===== config.mk =====
export PLATFORM = sky130hd
export DESIGN_NAME = mixcolumns_serial
export DESIGN_NICKNAME = d
export VERILOG_FILES = /design/src/rtl/aes_pkg.sv /design/src/rtl/mixcolumn_word.sv /design/src/rtl/mixcolumns_serial.sv
export SDC_FILE = /design/constraint.sdc
export NUM_CORES = 1
export LEC_CHECK = 0
export BUFFER_PORTS_ARGS = -buffer_cell sky130_fd_sc_hd__buf_2
export CAP_MARGIN = 20
export CORE_MARGIN = 2
export CORE_UTILIZATION = 61
export DETAILED_ROUTE_END_ITERATION = 12
export PLACE_DENSITY = 0.8
export SETUP_SLACK_MARGIN = 0.05
export SYNTH_ARGS = -nofsm -noshare
export SYNTH_HDL_FRONTEND = slang
export SYNTH_SLANG_ARGS = --single-unit

===== constraint.sdc =====
create_clock -name clock -period 2.35 [get_ports clock]
set_clock_uncertainty 0.15 [all_clocks]
set_input_delay 0.235 -clock clock [delete_from_list [all_inputs] [get_ports clock]]
set_output_delay 0.235 -clock clock [all_outputs]
set_load 0.02 [all_outputs]

===== src/rtl/aes_pkg.sv =====
// Shared AES definitions: GF(2^8) helpers and the serial MixColumns output states.
package aes_pkg;

    localparam int BYTE_W = 8;
    localparam logic [BYTE_W-1:0] AES_POLY = 8'h1B;

    typedef enum logic [2:0] {
        ST_IDLE,
        ST_EMIT0,
        ST_EMIT1,
        ST_EMIT2,
        ST_EMIT3
    } outState_t;

    function automatic logic [BYTE_W-1:0] xtime(input logic [BYTE_W-1:0] x);
        return {x[BYTE_W-2:0], 1'b0} ^ (x[BYTE_W-1] ? AES_POLY : 8'h00);
    endfunction

    function automatic logic [BYTE_W-1:0] gmul3(input logic [BYTE_W-1:0] x);
        return xtime(x) ^ x;
    endfunction

endpackage


===== src/rtl/mixcolumn_word.sv =====
// Combinational MixColumns of one 32-bit column (row 0 in the top byte), with bypass.
module mixcolumn_word
    import aes_pkg::*;
(
    input  logic [4*BYTE_W-1:0] i_column,
    input  logic                i_bypass,
    output logic [4*BYTE_W-1:0] o_column
);

    logic [BYTE_W-1:0] w_a0, w_a1, w_a2, w_a3;
    logic [BYTE_W-1:0] w_r0, w_r1, w_r2, w_r3;

    assign {w_a0, w_a1, w_a2, w_a3} = i_column;

    assign w_r0 = xtime(w_a0) ^ gmul3(w_a1) ^ w_a2 ^ w_a3;
    assign w_r1 = w_a0 ^ xtime(w_a1) ^ gmul3(w_a2) ^ w_a3;
    assign w_r2 = w_a0 ^ w_a1 ^ xtime(w_a2) ^ gmul3(w_a3);
    assign w_r3 = gmul3(w_a0) ^ w_a1 ^ w_a2 ^ xtime(w_a3);

    assign o_column = i_bypass ? i_column : {w_r0, w_r1, w_r2, w_r3};

endmodule


===== src/rtl/mixcolumns_serial.sv =====
// Byte-serial AES MixColumns: gathers a column, mixes it on the 4th byte, streams 4 bytes out.
module mixcolumns_serial
    import aes_pkg::*;
#(
    parameter int WIDTH = 8,
    parameter int COLS  = 4
) (
    input  logic             clock,
    input  logic             reset,
    input  logic [WIDTH-1:0] inbyte,
    input  logic             invalid,
    input  logic             bypass,
    output logic [WIDTH-1:0] outbyte,
    output logic             ready,
    output logic             outlast
);

    localparam logic [1:0] LAST_COL = 2'(COLS - 1);

    logic [1:0]          r_inCnt;
    logic [3*WIDTH-1:0]  r_colReg;
    logic [3*WIDTH-1:0]  r_outBuf;
    logic [1:0]          r_colCnt;
    outState_t           r_state;

    logic                w_load;
    logic [4*WIDTH-1:0]  w_mixed;

    assign w_load = invalid && (r_inCnt == 2'd3);

    mixcolumn_word u_mix (
        .i_column ({r_colReg, inbyte}),
        .i_bypass (bypass),
        .o_column (w_mixed)
    );

    always_ff @(posedge clock or posedge reset) begin
        if (reset) begin
            r_inCnt  <= 2'd0;
            r_colReg <= '0;
        end else if (invalid) begin
            r_inCnt <= r_inCnt + 2'd1;
            if (!w_load) begin
                r_colReg <= {r_colReg[2*WIDTH-1:0], inbyte};
            end
        end
    end

    // Byte 0 of a fresh result goes straight to outbyte; only bytes 1-3 wait in the buffer.
    always_ff @(posedge clock or posedge reset) begin
        if (reset) begin
            r_state  <= ST_IDLE;
            r_outBuf <= '0;
            r_colCnt <= 2'd0;
            outbyte  <= '0;
            ready    <= 1'b0;
            outlast  <= 1'b0;
        end else if (w_load) begin
            r_outBuf <= w_mixed[3*WIDTH-1:0];
            outbyte  <= w_mixed[4*WIDTH-1:3*WIDTH];
            ready    <= 1'b1;
            outlast  <= 1'b0;
            r_state  <= ST_EMIT0;
            if (r_state == ST_EMIT3) begin
                r_colCnt <= r_colCnt + 2'd1;
            end
        end else begin
            case (r_state)
                ST_EMIT0: begin
                    outbyte <= r_outBuf[3*WIDTH-1:2*WIDTH];
                    r_state <= ST_EMIT1;
                end
                ST_EMIT1: begin
                    outbyte <= r_outBuf[2*WIDTH-1:WIDTH];
                    r_state <= ST_EMIT2;
                end
                ST_EMIT2: begin
                    outbyte <= r_outBuf[WIDTH-1:0];
                    outlast <= (r_colCnt == LAST_COL);
                    r_state <= ST_EMIT3;
                end
                ST_EMIT3: begin
                    ready    <= 1'b0;
                    outlast  <= 1'b0;
                    r_colCnt <= r_colCnt + 2'd1;
                    r_state  <= ST_IDLE;
                end
                default: begin
                    ready   <= 1'b0;
                    outlast <= 1'b0;
                    r_state <= ST_IDLE;
                end
            endcase
        end
    end

endmodule


==> reports/metrics.cfg, run 1 <==
[status]
status=finished, final reports clean

[timing]
rsz0062_at_grt=false
finalSetupViolCount=0
worstMarginPinSlew_ns=0.664
setup_ws_ns=0.412
min_period_over_period_pct=82.5
drv_slew=0
worst_slew_margin_rel_pct=55.5
max_clock_freq_mhz=516
hold_viol=0
fin_crit_ns=1.94
fin_tns_setup_ns=0

[route]
antenna_left=0
wire_per_inst_um=18.4
routed_wl_um=8750
avgViaCountPerCell=5.92
drc=0
dr.pass1.iters=8
vias=2811
drt_first_iter_violations=207

[min_path]
hold-path-cell-count=2
min_from=inbyte[1]
min_to=r_colReg[1]$_DFFE_PP0P_
hold_class=input port to flop

[clock_tree]
numCtsBuffers=9
cts_resized=0
numClockSinks=65
clock_latency_ns=0.35
cts_root_buf=clkbuf_8
h-tree-depth=3
clk_pin_slew_worst_paths_ns=0.07
ctsLongestPathBuffers=2
cts_tree=yes

[final_layout]
fin_cells=475
final_area_um2=4370
final_layout_size_suffix_gt1_share_pct=21.9
finalNetCount=408
area_growth_syn_to_layout_pct=8.58
diodes=0

[setup_path]
r2r_slack_ns=0.41
cp.required_ns=2.40
end_kind=flop
critPathLaunchType=flop
worst-path-max-fanout=8
rr_endpoint=outbyte[4]$_DFFE_PP0P_
cp.arrival_ns=1.99
r2r_cells=4
path_class=flop to flop
r2r-start=r_colReg[23]$_DFFE_PP0P_

[floorplan]
start_util_pct=63.4
rows=29
io_pins=22
die_w_um=85.2
dieArea_um2=7270
fp.coreArea_um2=6350
die_y_um=85.2

[logic_synthesis]
yosys.cell_count.top_type=xnor2_1
yosys.area_share.simple_pct=7.36
synthTopCellsByArea=dfrtp_1 (40%), xnor2_1 (16%), mux2_2 (9.5%)
synthAdderAreaFrac_pct=0.622
synth_top_area_cell=dfrtp_1
synth_common_cells=xnor2_1 (75), dfrtp_1 (65), mux2_2 (34)
seq_area_frac_synth_pct=40.4
synth_top_area_share_pct=40.4
synth_fp_nets=395
async_reset_ff_share_pct=100
syn_area_um2=4030
ys.flop_type=dfrtp_1
syn_avg_cell_area_um2=10.6
yosys.area_share.xor_xnor_pct=25.9
synth_edf_count=0
synth_cell_types=34
yosysWarnings=0
ys_ff_latch=65
synth_compound_area_share_pct=10.7
synth_top_family_by_area=XOR/XNOR gates
syn_inst=381
synth_mux_area_share_pct=10.5

[run]
maxCapViolCount=0

[grt]
grt-ovfl-total=0
track_usage_pct=26.5
grt_pass1_vias=2943
grt_pass1_wl_um=14700
antenna_found_initial=0
grt_max_degree=36

[place]
routabilityCongestion=0.846
hpwl_um=6200
dpl.cell_count=458
place_area_um2=4200
pre_cts_slack_ns=0.440
portBuffers=21

[power]
finalPower_uw=7740
p_per_area_nw_per_um2=1770
ir_worst_vdd_v=0.000972
power.leakage_uw=0.00194

-- per-stage QoR --
step	hold slack (ns)	utilization, %
finish	0.0706	68.8
global route	0.0795	68.8
CTS	0.0674	68.8
detailed placement	0.153	66.1
global placement	0.149	66.1
floorplan	0.172	-
-- where the power goes --
part	switching [uW]	total (uW)	internal [uW]
logic	2130	4630	2500
registers	645	2300	1660
clock network	404	813	409
-- placed cells by master, fill, tap and decap left out, types with 2 or more instances in the layout --
cell type	count
nand3_1	4
inv_1	2
a211oi_1	3
buf_2	21
o21ai_0	23
and3_1	22
o21a_1	4
mux2_2	34
nor2_1	3
a21o_1	3
a32oi_1	4
nand2_1	14
xnor2_2	2
a32o_1	3
xnor2_1	75
nor3b_1	5
a31oi_1	4
xor2_1	25
ha_1	2
a21oi_1	25
dfrtp_1	65
clkbuf_8	10
dlygate4sd3_1	2
clkbuf_1	5
xnor3_1	6
buf_4	18
mux2i_1	4
-- kinds of logic after synthesis --
logic type	Yosys count
DFF	65
AOI/OAI and AO/OA	72
buffers and inverters	42
xor gates and xnor gates	108
muxes	38
adders and majority gates	2
and+or+nand+nor	54
-- critical path, cell delays in order, from the launching register on --
cell     delay, ns
dfrtp_1       0.55
xnor3_1       0.52
xnor3_1       0.35
mux2i_1       0.14
a21oi_1       0.09
-- per-layer routing --
layer	vias up	wire length [um]	track usage [%]	part of all wire (%)
li1	1313	-	-	-
met1	1375	3620	34.1	41
met2	93	4340	42.8	50
met3	30	433	3.79	4.9
met4	0	360	15.3	4.1
met5	-	0	0	0
-- cell type report --
type                            count  area (um^2)
Multi-Input combinational cell    274         2220
Fill cell                         490         1980
Sequential cell                    65         1630
Timing Repair Buffer               41          260
Clock buffer                       15          156
Tap cell                           77         96.3
Inverter                            3         11.3
-- registers in the layout, indices dropped and copies added (netlist names) --
| name | count |
|---|---|
| r_outBuf | 24 |
| r_inCnt | 2 |
| outbyte | 8 |
| ready | 1 |
| r_colCnt | 2 |
| r_colReg | 24 |
| outlast | 1 |
| r_state | 3 |
-- worst max-delay path by stage --
stage | start | slack [ns] | to | cells after the start
6_report | r_colReg[23]$_DFFE_PP0P_ | 0.41 | outbyte[4]$_DFFE_PP0P_ | 4
5_1_grt | r_inCnt[0]$_DFFE_PP0P_ | 0.32 | r_outBuf[5]$_DFFE_PP0N_ | 6
4_1_cts | r_inCnt[0]$_DFFE_PP0P_ | 0.44 | r_outBuf[13]$_DFFE_PP0N_ | 6
3_5_place_dp | r_colReg[23]$_DFFE_PP0P_ | 0.44 | outbyte[4]$_DFFE_PP0P_ | 4
3_3_place_gp | r_colReg[23]$_DFFE_PP0P_ | 0.53 | outbyte[4]$_DFFE_PP0P_ | 4
2_1_floorplan | reset | 0.34 | outbyte[0]$_DFFE_PP0P_ | 1
-- timing repair --
| item | CTS | global route |
|---|---|---|
| hold buffers | 2 | 0 |
| endpoints found under the hold margin | 21 | 0 |
| setup buffers | 0 | 0 |
(Power assumes the default switching activity.)
==> run 2, diff against run 1 <==
==> constraint.sdc (replaced) <==
create_clock -name clock -period 2 [get_ports clock]
set_clock_uncertainty 0.15 [all_clocks]
set_input_delay 0.2 -clock clock [delete_from_list [all_inputs] [get_ports clock]]
set_output_delay 0.2 -clock clock [all_outputs]
set_load 0.02 [all_outputs]
==> run 2 against run 1 <==
Critical path depth did not move. Via count is 0.32% higher. First-iteration DRC count shrank 31%. Cell area is 1.7% higher. Final cell count increased by 0.42%. Count of clock-buffer cells in the layout is 2 lower. Utilization grew 1.2 points. Sequential share of layout area decreased by 0.58 points. Global-route usage is 0.87 points lower. Critical endpoint is now outbyte[3]$_DFFE_PP0P_. Clock power is 24% higher. Sequential power up 17%. Power rose by 20%.
==> reports/metrics.cfg, run 2 (synthesis results as in run 1) <==
[status]
status=finished, final reports clean

[place]
portBuffers=21
routabilityCongestion=0.824
place_area_um2=4240
hpwl_um=5790
pre_cts_slack_ns=0.107

[final_layout]
diodes=0
finalNetCount=409
top_regs=r_colReg (24), r_outBuf (24), outbyte (8)
area_growth_syn_to_layout_pct=10.5
mostFrequentLayoutCells=xnor2_1 (74), dfrtp_1 (63), mux2_2 (34)
final_layout_size_suffix_gt1_share_pct=23.8
multi_input_area_um2=2230
register_area_um2=1630
final_area_um2=4450
final_common_cell=xnor2_1
utilization_pct=70.0
fillerInstances=444

[power]
p_per_area_nw_per_um2=2090
p_clk_share_pct=10.9
power.leakage_uw=0.00197
power_switching_uw=3770
switching_share_pct=40.5
p_comb_share_pct=60.1
p_int_uw=5540
seqPwrFrac_pct=29.0
ir_worst_vdd_v=0.00118
finalPower_uw=9310

[clock_tree]
clk_pin_slew_worst_paths_ns=0.07
numCtsBuffers=9
h-tree-depth=3
numClockSinks=65
cts_root_buf=clkbuf_8
cts_tree=yes
post_cts_buffers=0
ctsLongestPathBuffers=2
clock_latency_ns=0.35

[setup_path]
r2r_cells=4
cp.required_ns=2.07
critPathLaunchType=flop
rr_endpoint=outbyte[3]$_DFFE_PP0P_
end_kind=flop
cp.arrival_ns=1.95
path_class=flop to flop
r2r_slack_ns=0.12
r2r-start=r_colReg[23]$_DFFE_PP0P_
worst-path-max-fanout=5

[floorplan]
die_y_um=85.2
rows=29
dieArea_um2=7270
io_pins=22
start_util_pct=63.4
die_w_um=85.2
fp.coreArea_um2=6350

[timing]
fin_crit_ns=1.88
setup_ws_ns=0.123
min_period_over_period_pct=93.8
max_clock_freq_mhz=533
rsz0062_at_grt=false
worst_slew_margin_rel_pct=57.5
fin_tns_setup_ns=0
hold_viol=0
drv_slew=0
finalSetupViolCount=0
worstMarginPinSlew_ns=0.636

[run]
maxCapViolCount=0

[min_path]
min_to=r_colReg[6]$_DFFE_PP0P_
hold-path-cell-count=2
hold_class=input port to flop
min_from=inbyte[6]

[grt]
grt_pass1_wl_um=14400
grt_pass1_vias=2814
antenna_found_initial=0
grt_max_degree=40
grt-ovfl-total=0
track_usage_pct=25.6

[route]
antenna_left=0
wire_per_inst_um=17.9
drt_first_iter_violations=143
routed_wl_um=8540
dr.pass1.iters=4
drc=0
vias=2820
avgViaCountPerCell=5.91

run 2: stage by stage:
stage	hold WS [ns]	cells
after CTS	0.0132	477
after global routing	0.0331	477
final	0.0279	477
after global placement	0.157	459
after floorplan	0.137	381
after detailed placement	0.159	459
run 2: layer usage:
layer / GRT usage [%] / vias up / part of all wire (%)
met5: 0 / - / 0
met4: 8.08 / 0 / 1.3
met3: 6.61 / 10 / 5.1
met2: 38.4 / 81 / 46
met1: 36.6 / 1407 / 47
li1: - / 1322 / -
run 2: area by class of cell:
cell class | count | share of cell area [%]
Inverter | 3 | 0.338
Clock buffer | 13 | 3.57
Multi-Input combinational cell | 274 | 50.1
Sequential cell | 65 | 36.6
Tap cell | 77 | 2.17
Clock inverter | 3 | 0.338
Timing Repair Buffer | 42 | 6.86
run 2: power groups by stage:
stage	clock, uW	sequential, uW	combinational (uW)
2_1_floorplan	0	2380	4710
3_3_place_gp	0	2670	5370
3_5_place_dp	0	2700	5560
4_1_cts	1030	2680	5600
5_1_grt	1070	2780	6140
6_report	1010	2700	5590
run 2: critical path, stage by stage, from the launching register on:
cell,delay [ns]
dfrtp_2,0.45
xnor3_1,0.42
xnor3_1,0.41
mux2i_1,0.22
a21oi_1,0.10
run 2: what timing repair did:
| item | 4_1_cts | 5_1_grt |
|---|---|---|
| resized for setup | 0 | 3 |
| hold endpoints to repair | 27 | 0 |
| setup endpoints to repair | 0 | 3 |
| hold buffers | 2 | 0 |
run 2: worst max-delay path by stage:
stage	from	to
finish	r_colReg[23]$_DFFE_PP0P_	outbyte[3]$_DFFE_PP0P_
detailed placement	r_colReg[23]$_DFFE_PP0P_	outbyte[3]$_DFFE_PP0P_
CTS	r_colReg[23]$_DFFE_PP0P_	outbyte[3]$_DFFE_PP0P_
global placement	r_colReg[23]$_DFFE_PP0P_	outbyte[3]$_DFFE_PP0P_
floorplan	r_inCnt[0]$_DFFE_PP0P_	r_outBuf[0]$_DFFE_PP0N_
global route	r_colReg[3]$_DFFE_PP0P_	outbyte[3]$_DFFE_PP0P_
